===== src/rtl/vga_timing_pkg.sv =====
// Shared raster timing constants, the sync bundle type and total-length helpers.
// Latency: n/a (compile-time definitions only).
// Backpressure: n/a; the raster free-runs on the pixel clock.
package vga_timing_pkg;

   // Counter widths shared by the generator and its consumers
   localparam int H_CNT_W = 11;
   localparam int V_CNT_W = 10;
   localparam int FRAME_W = 8;

   // 1024x768@60 on a 65 MHz pixel clock
   localparam int XGA_H_ACTIVE = 1024;
   localparam int XGA_H_FP     = 24;
   localparam int XGA_H_SYNC   = 136;
   localparam int XGA_H_BP     = 160;
   localparam int XGA_V_ACTIVE = 768;
   localparam int XGA_V_FP     = 3;
   localparam int XGA_V_SYNC   = 6;
   localparam int XGA_V_BP     = 29;
   localparam logic XGA_H_POL  = 1'b0;
   localparam logic XGA_V_POL  = 1'b0;

   // 640x480@60 on a 25.175 MHz pixel clock
   localparam int VGA_H_ACTIVE = 640;
   localparam int VGA_H_FP     = 16;
   localparam int VGA_H_SYNC   = 96;
   localparam int VGA_H_BP     = 48;
   localparam int VGA_V_ACTIVE = 480;
   localparam int VGA_V_FP     = 10;
   localparam int VGA_V_SYNC   = 2;
   localparam int VGA_V_BP     = 33;
   localparam logic VGA_H_POL  = 1'b0;
   localparam logic VGA_V_POL  = 1'b0;

   // Raw (active-high) sync/enable bundle carried through the renderer-matching delay
   typedef struct packed {
      logic hsync;
      logic vsync;
      logic de;
   } sync_t;

   localparam int SYNC_W = $bits(sync_t);

   // Idle bundle: no sync asserted, outside the visible area
   localparam sync_t SYNC_IDLE = '{hsync: 1'b0, vsync: 1'b0, de: 1'b0};

   // Total period of one axis in counts (pixels per line or lines per frame)
   function automatic int calc_total(input int active, input int fp,
                                     input int sw, input int bp);
      return active + fp + sw + bp;
   endfunction

   function automatic int h_total_xga();
      return calc_total(XGA_H_ACTIVE, XGA_H_FP, XGA_H_SYNC, XGA_H_BP);
   endfunction

   function automatic int v_total_xga();
      return calc_total(XGA_V_ACTIVE, XGA_V_FP, XGA_V_SYNC, XGA_V_BP);
   endfunction

endpackage


===== src/rtl/vga_delay_line.sv =====
// Fixed-depth shift register that aligns sync/blank with the renderer's RGB pipeline.
// Latency: DEPTH clocks (DEPTH=0 is a combinational pass-through).
// Backpressure: none; clr reloads every stage with rst_val on the next clock.
module vga_delay_line #(
   parameter int WIDTH = 1,
   parameter int DEPTH = 1
) (
   input  logic             clk,
   input  logic             rst_n,
   input  logic             clr,
   input  logic [WIDTH-1:0] rst_val,
   input  logic [WIDTH-1:0] din,
   output logic [WIDTH-1:0] dout
);

   generate
      if (DEPTH == 0) begin : g_bypass
         assign dout = din;
      end else begin : g_pipe
         logic [WIDTH-1:0] stage [DEPTH];

         // Shift one position per clock; reset and clear flush the whole line to rst_val
         always_ff @(posedge clk or negedge rst_n) begin
            if (!rst_n) begin
               for (int i = 0; i < DEPTH; i++) begin
                  stage[i] <= rst_val;
               end
            end else if (clr) begin
               for (int i = 0; i < DEPTH; i++) begin
                  stage[i] <= rst_val;
               end
            end else begin
               stage[0] <= din;
               for (int i = 1; i < DEPTH; i++) begin
                  stage[i] <= stage[i-1];
               end
            end
         end

         assign dout = stage[DEPTH-1];
      end
   endgenerate

endmodule


===== src/rtl/vga_timing_gen.sv =====
// Raster timing generator: pixel coordinates for the renderer plus DAC-aligned sync/blank.
// Latency: coordinates/pulses 1 clock after the counters; syncs/blank 1+PIPE_DLY clocks.
// Backpressure: none; en low parks the raster at (0,0) with all outputs inactive.
module vga_timing_gen
   import vga_timing_pkg::*;
#(
   parameter int   H_ACTIVE = XGA_H_ACTIVE,
   parameter int   H_FP     = XGA_H_FP,
   parameter int   H_SYNC   = XGA_H_SYNC,
   parameter int   H_BP     = XGA_H_BP,
   parameter int   V_ACTIVE = XGA_V_ACTIVE,
   parameter int   V_FP     = XGA_V_FP,
   parameter int   V_SYNC   = XGA_V_SYNC,
   parameter int   V_BP     = XGA_V_BP,
   parameter logic H_POL    = XGA_H_POL,
   parameter logic V_POL    = XGA_V_POL,
   // Renderer latency in clocks, 0..15
   parameter int   PIPE_DLY = 2
) (
   input  logic               clk,
   input  logic               rst_N,
   input  logic               en,
   output logic [H_CNT_W-1:0] pix_x,
   output logic [V_CNT_W-1:0] pix_y,
   output logic               pix_de,
   output logic               line_start,
   output logic               frame_start,
   output logic [FRAME_W-1:0] frame_cnt,
   output logic               VGA_HSYNC,
   output logic               VGA_VSYNC,
   output logic               VGA_BLANK_N,
   output logic               VGA_SYNC_N
);

   localparam int H_TOTAL = calc_total(H_ACTIVE, H_FP, H_SYNC, H_BP);
   localparam int V_TOTAL = calc_total(V_ACTIVE, V_FP, V_SYNC, V_BP);

   // Region boundaries sized to the counters so comparisons stay width-matched
   localparam logic [H_CNT_W-1:0] H_LAST     = H_CNT_W'(H_TOTAL - 1);
   localparam logic [H_CNT_W-1:0] H_ACT_END  = H_CNT_W'(H_ACTIVE);
   localparam logic [H_CNT_W-1:0] H_SYNC_BEG = H_CNT_W'(H_ACTIVE + H_FP);
   localparam logic [H_CNT_W-1:0] H_SYNC_END = H_CNT_W'(H_ACTIVE + H_FP + H_SYNC);
   localparam logic [V_CNT_W-1:0] V_LAST     = V_CNT_W'(V_TOTAL - 1);
   localparam logic [V_CNT_W-1:0] V_ACT_END  = V_CNT_W'(V_ACTIVE);
   localparam logic [V_CNT_W-1:0] V_SYNC_BEG = V_CNT_W'(V_ACTIVE + V_FP);
   localparam logic [V_CNT_W-1:0] V_SYNC_END = V_CNT_W'(V_ACTIVE + V_FP + V_SYNC);

   logic [H_CNT_W-1:0] h_cnt;
   logic [V_CNT_W-1:0] v_cnt;
   logic               h_wrap;
   logic               v_wrap;
   logic               active;
   logic               in_hs;
   logic               in_vs;
   sync_t              s1_sync;
   sync_t              dly_sync;

   // Wrap conditions and region decode from the raw counters
   always_comb begin
      h_wrap = (h_cnt == H_LAST);
      v_wrap = (v_cnt == V_LAST);
      active = (h_cnt < H_ACT_END) && (v_cnt < V_ACT_END);
      in_hs  = (h_cnt >= H_SYNC_BEG) && (h_cnt < H_SYNC_END);
      // v_cnt only moves on an h wrap, so vsync is inherently line-aligned
      in_vs  = (v_cnt >= V_SYNC_BEG) && (v_cnt < V_SYNC_END);
   end

   // Horizontal/vertical raster counters; disabled raster sits at (0,0)
   always_ff @(posedge clk or negedge rst_N) begin
      if (!rst_N) begin
         h_cnt <= '0;
         v_cnt <= '0;
      end else if (!en) begin
         h_cnt <= '0;
         v_cnt <= '0;
      end else if (h_wrap) begin
         h_cnt <= '0;
         v_cnt <= v_wrap ? '0 : v_cnt + V_CNT_W'(1);
      end else begin
         h_cnt <= h_cnt + H_CNT_W'(1);
      end
   end

   // Frame counter advances on the last pixel of the frame and holds while disabled
   always_ff @(posedge clk or negedge rst_N) begin
      if (!rst_N) begin
         frame_cnt <= '0;
      end else if (en && h_wrap && v_wrap) begin
         frame_cnt <= frame_cnt + FRAME_W'(1);
      end
   end

   // Stage 1: registered coordinates, pulses and raw sync bundle
   always_ff @(posedge clk or negedge rst_N) begin
      if (!rst_N) begin
         pix_x       <= '0;
         pix_y       <= '0;
         pix_de      <= 1'b0;
         line_start  <= 1'b0;
         frame_start <= 1'b0;
         s1_sync     <= SYNC_IDLE;
      end else if (!en) begin
         pix_x       <= '0;
         pix_y       <= '0;
         pix_de      <= 1'b0;
         line_start  <= 1'b0;
         frame_start <= 1'b0;
         s1_sync     <= SYNC_IDLE;
      end else begin
         pix_x       <= active ? h_cnt : '0;
         pix_y       <= active ? v_cnt : '0;
         pix_de      <= active;
         line_start  <= (h_cnt == '0);
         frame_start <= (h_cnt == '0) && (v_cnt == '0);
         s1_sync     <= '{hsync: in_hs, vsync: in_vs, de: active};
      end
   end

   // Stage 2: match the renderer's RGB latency so everything lands at the DAC together
   vga_delay_line #(
      .WIDTH (SYNC_W),
      .DEPTH (PIPE_DLY)
   ) u_delay (
      .clk     (clk),
      .rst_n   (rst_N),
      .clr     (~en),
      .rst_val (SYNC_IDLE),
      .din     (s1_sync),
      .dout    (dly_sync)
   );

   // Polarity is applied after the delay so the delay line only ever holds active-high flags
   assign VGA_HSYNC   = dly_sync.hsync ~^ H_POL;
   assign VGA_VSYNC   = dly_sync.vsync ~^ V_POL;
   assign VGA_BLANK_N = dly_sync.de;
   assign VGA_SYNC_N  = 1'b0;

endmodule

===== config.mk =====
export PLATFORM = sky130hd
export DESIGN_NAME = vga_timing_gen
export DESIGN_NICKNAME = d
export VERILOG_FILES = /design/src/rtl/vga_timing_pkg.sv /design/src/rtl/vga_delay_line.sv /design/src/rtl/vga_timing_gen.sv
export SDC_FILE = /design/constraint.sdc
export NUM_CORES = 1
export LEC_CHECK = 0
export CORE_ASPECT_RATIO = 1.5
export CORE_MARGIN = 3
export CORE_UTILIZATION = 30
export DETAILED_ROUTE_END_ITERATION = 10
export GPL_TIMING_DRIVEN = 0
export PLACE_DENSITY = 0.59
export SLEW_MARGIN = 20
export SYNTH_ARGS = -nofsm -noshare
export SYNTH_HDL_FRONTEND = slang
export SYNTH_SLANG_ARGS = --single-unit

===== constraint.sdc =====
create_clock -name clk -period 3.1 [get_ports clk]
set_input_delay 0.465 -clock clk [delete_from_list [all_inputs] [get_ports clk]]
set_output_delay 0.465 -clock clk [all_outputs]
set_load 0.03 [all_outputs]

==> run_results.csv <==
group,metric,value,unit
power_and_ir_drop,p_leak,1.55,nW
global_routing,grt_overflow,0,
flow_run,maxCapViolCount,0,
cts,clockRootBuffer,"clkbuf_16",
global_routing,grt_usage,0.113,
die,coreArea,8620,µm²
sta,tightest_slew,1.01,ns
critical_path,critPathSlowestCell,"o41ai_2",
die,rows,41,
drt,drtAntennaViolNets,0,
place,dpl.hpwl,3770,µm
sta,finalSetupViolCount,0,
sta,hold_viol,0,
die,dieArea,10200,µm²
cts,cts_setup_buffers,0,
global_routing,use_met1,0.129,
cts,htree_levels,3,
synth,synth-edff-count,0,
die,die_h,122,µm
die,initial_core_util,0.315,
sta,rsz0062_at_grt,"no",
sta,clock_skew,0.00592,ns
place,post-place-ws,0.922,ns
synth,avgSynthCellArea,10.7,µm²
synth,yosys.area.top_type,"dfrtp_1",
power_and_ir_drop,finalPower,1.96,mW
sta,finalCritPeriodShare,0.698,
final_layout,drive_gt1_frac,0.0906,
critical_path,crit_buf_inv,1,
synth,syn_area,2710,µm²
drt,drtIter0Drc,163,
critical_path,arrival,2.33,ns
final_layout,nets,314,
critical_path,critPathTopFamily,"compound AO/OA/AOI/OAI gates",
cts,cts_buffer_depth,2,
cts,clk_latency,0.33,ns
global_routing,grt_first_pass_wirelength,9070,µm
cts,clkSinkCount,61,
power_and_ir_drop,ir_worst_vdd,0.297,mV
critical_path,critPathMaxFanout,9,
synth,syn_inst,254,
critical_path,crit_chain,"buf_2, nand3_1, o41ai_2, o21ai_0",
global_routing,use_met3,0.0282,
synth,ys_seq_area_frac,0.563,
drt,wl_per_cell,13.0,µm
cts,cts_tree,"done",
die,fp.dieW,83.6,µm
synth,async_reset_ff_frac,1.00,
power_and_ir_drop,p_per_area,551,nW/µm²
synth,ys.flop_type,"dfrtp_1",
synth,ys_warn_count,0,
place,io_buffers,37,
drt,vias,1974,
run_status,status,"completed",
sta,drv_slew,0,
cts,cts_resized,0,
synth,synth_area_leaders,"dfrtp_1 56%, and2_1 6.2%, xnor2_1 3.9%",
critical_path,r2r_setup_slack,0.94,ns
sta,fin_crit,2.16,ns
sta,slew-limit-headroom,0.320,
sta,fin_ws,0.936,ns
critical_path,startpoint_type,"flip-flop",
global_routing,grt_max_degree,35,
global_routing,top_usage_layer,"met2",
critical_path,reg2reg_depth,4,
drt,routed_via_density,4.75,
cts,hold_buffers,0,
synth,yosys_register_bits,61,
final_layout,diodes,0,
global_routing,grt_pass1_vias,1873,
synth,yosys.cell_count.top_type,"dfrtp_1",
cts,clk_pin_slew,0.05,ns
die,io_pins,39,
final_layout,area_growth_syn_to_layout,31.4,%
critical_path,critPathMaxStageDelay,1.01,ns
critical_path,worstSetupEndpointType,"flip-flop",
sta,max_freq,462,MHz
min_path,hold_path.class,"in2async",
drt,drc,0,
drt,drtPass1Iterations,4,
synth,yosys-top-cells-count,"61 x dfrtp_1, 27 x and2_1, 19 x nand2_1, 19 x nand3_1, 13 x inv_1",
drt,wirelength,5400,µm
global_routing,antenna_found_initial,0,
cts,cts_buffers,9,
critical_path,worstPathRequired,3.26,ns
place,gp_congestion,0.828,
critical_path,r2r-end,"v_cnt[4]",
global_routing,use_met2,0.189,
final_layout,fill_cells,847,
synth,synth.distinct_cells,39,
critical_path,r2r_start,"h_cnt[4]",
critical_path,crit_type,"reg2reg",
synth,synth_top_cell_area_share,0.563,
## metal layers
metal / share of wire / routed length, µm
met3: 0.055 / 296
met5: 0 / 0
met1: 0.42 / 2260
met2: 0.50 / 2680
met4: 0.031 / 170
## placed cells by master, fill, tap and decap left out, types with 2 or more instances in the layout
| cell | count |
|---|---|
| bufinv_16 | 2 |
| nand2b_1 | 2 |
| nand4_1 | 3 |
| clkdlybuf4s50_1 | 36 |
| and2_1 | 27 |
| buf_4 | 3 |
| inv_1 | 13 |
| conb_1 | 2 |
| xnor2_1 | 12 |
| nor4_1 | 4 |
| o211ai_1 | 4 |
| nand4b_1 | 3 |
| ha_1 | 7 |
| nor2_1 | 12 |
| nor3_1 | 8 |
| and3_1 | 8 |
| or4b_1 | 2 |
| nand3_1 | 19 |
| clkbuf_8 | 2 |
| clkinv_2 | 2 |
| or3_1 | 3 |
| buf_2 | 3 |
| clkbuf_1 | 10 |
| a21oi_1 | 2 |
| nand2_1 | 19 |
| clkbuf_16 | 9 |
| xor2_1 | 3 |
| dfrtp_1 | 61 |
| o21ai_0 | 12 |
## worst reg2reg max path, delay by kind of cell, from the launching register on
kind	cells	cell delay [ns]
AO/OA/AOI/OAI	2	1.18
buffers and inverters	1	0.18
flip-flops	1	0.31
AND/OR/NAND/NOR	1	0.33
## cells by family after synthesis
family,Yosys count,synth area share
other,1,0.00138
AO/OA/AOI/OAI,24,0.0586
multiplexers,1,0.00415
XOR/XNOR,15,0.0484
flip-flops,61,0.563
AND/OR/NAND/NOR,117,0.247
buffers and inverters,28,0.0457
adder cells (fa/ha/maj),7,0.0323
## stage by stage
step	utilization	setup TNS, ns	cell area, µm²	hold WS, ns	instances
final	0.414	0	3560	0.0634	416
after global routing	0.414	0	3560	0.0887	416
after CTS	0.414	0	3560	0.0685	416
after detailed placement	0.376	0	3240	0.420	400
after global placement	0.374	-26.23	3220	0.436	399
after floorplan	-	0	2720	0.169	255
## power by group
group          switching [mW]  internal (mW)  leakage (nW)
sequential            0.00423          0.808         0.840
combinational          0.0523         0.0274         0.550
clock                   0.330          0.743         0.163
total                   0.386           1.58          1.55
## registers in the layout, summed over array words and instances, names as in the netlist
| register | flops |
|---|---|
| u_delay.dout | 3 |
| u_delay.g_pipe.stage | 3 |
| line_start | 1 |
| pix_de | 1 |
| s1_sync | 2 |
| pix_x | 11 |
| frame_cnt | 8 |
| v_cnt | 10 |
| h_cnt | 11 |
| pix_y | 10 |
| frame_start | 1 |
## worst max path at each step
stage	start	end	depth (start not counted)	slack, ns
after floorplan	h_cnt[7]	v_cnt[8]	5	1.26
after global placement	rst_N	v_cnt[7]	1	-0.43
after detailed placement	h_cnt[5]	v_cnt[4]	3	0.92
after CTS	h_cnt[0]	v_cnt[4]	4	0.91
after global routing	h_cnt[0]	v_cnt[4]	4	0.71
final	h_cnt[4]	v_cnt[4]	4	0.94
## area by class of cell
type,count,area (µm²),share of cell area
sequential,61,1530,0.428
multi-input combinational,166,1070,0.299
timing repair buffer,38,388,0.109
clock buffer,12,256,0.0720
tap,107,134,0.0376
buffer,15,75.1,0.0211
clock inverter,4,70.1,0.0197
inverter,13,48.8,0.0137
No activity file was read; power rests on OpenSTA's default activity.
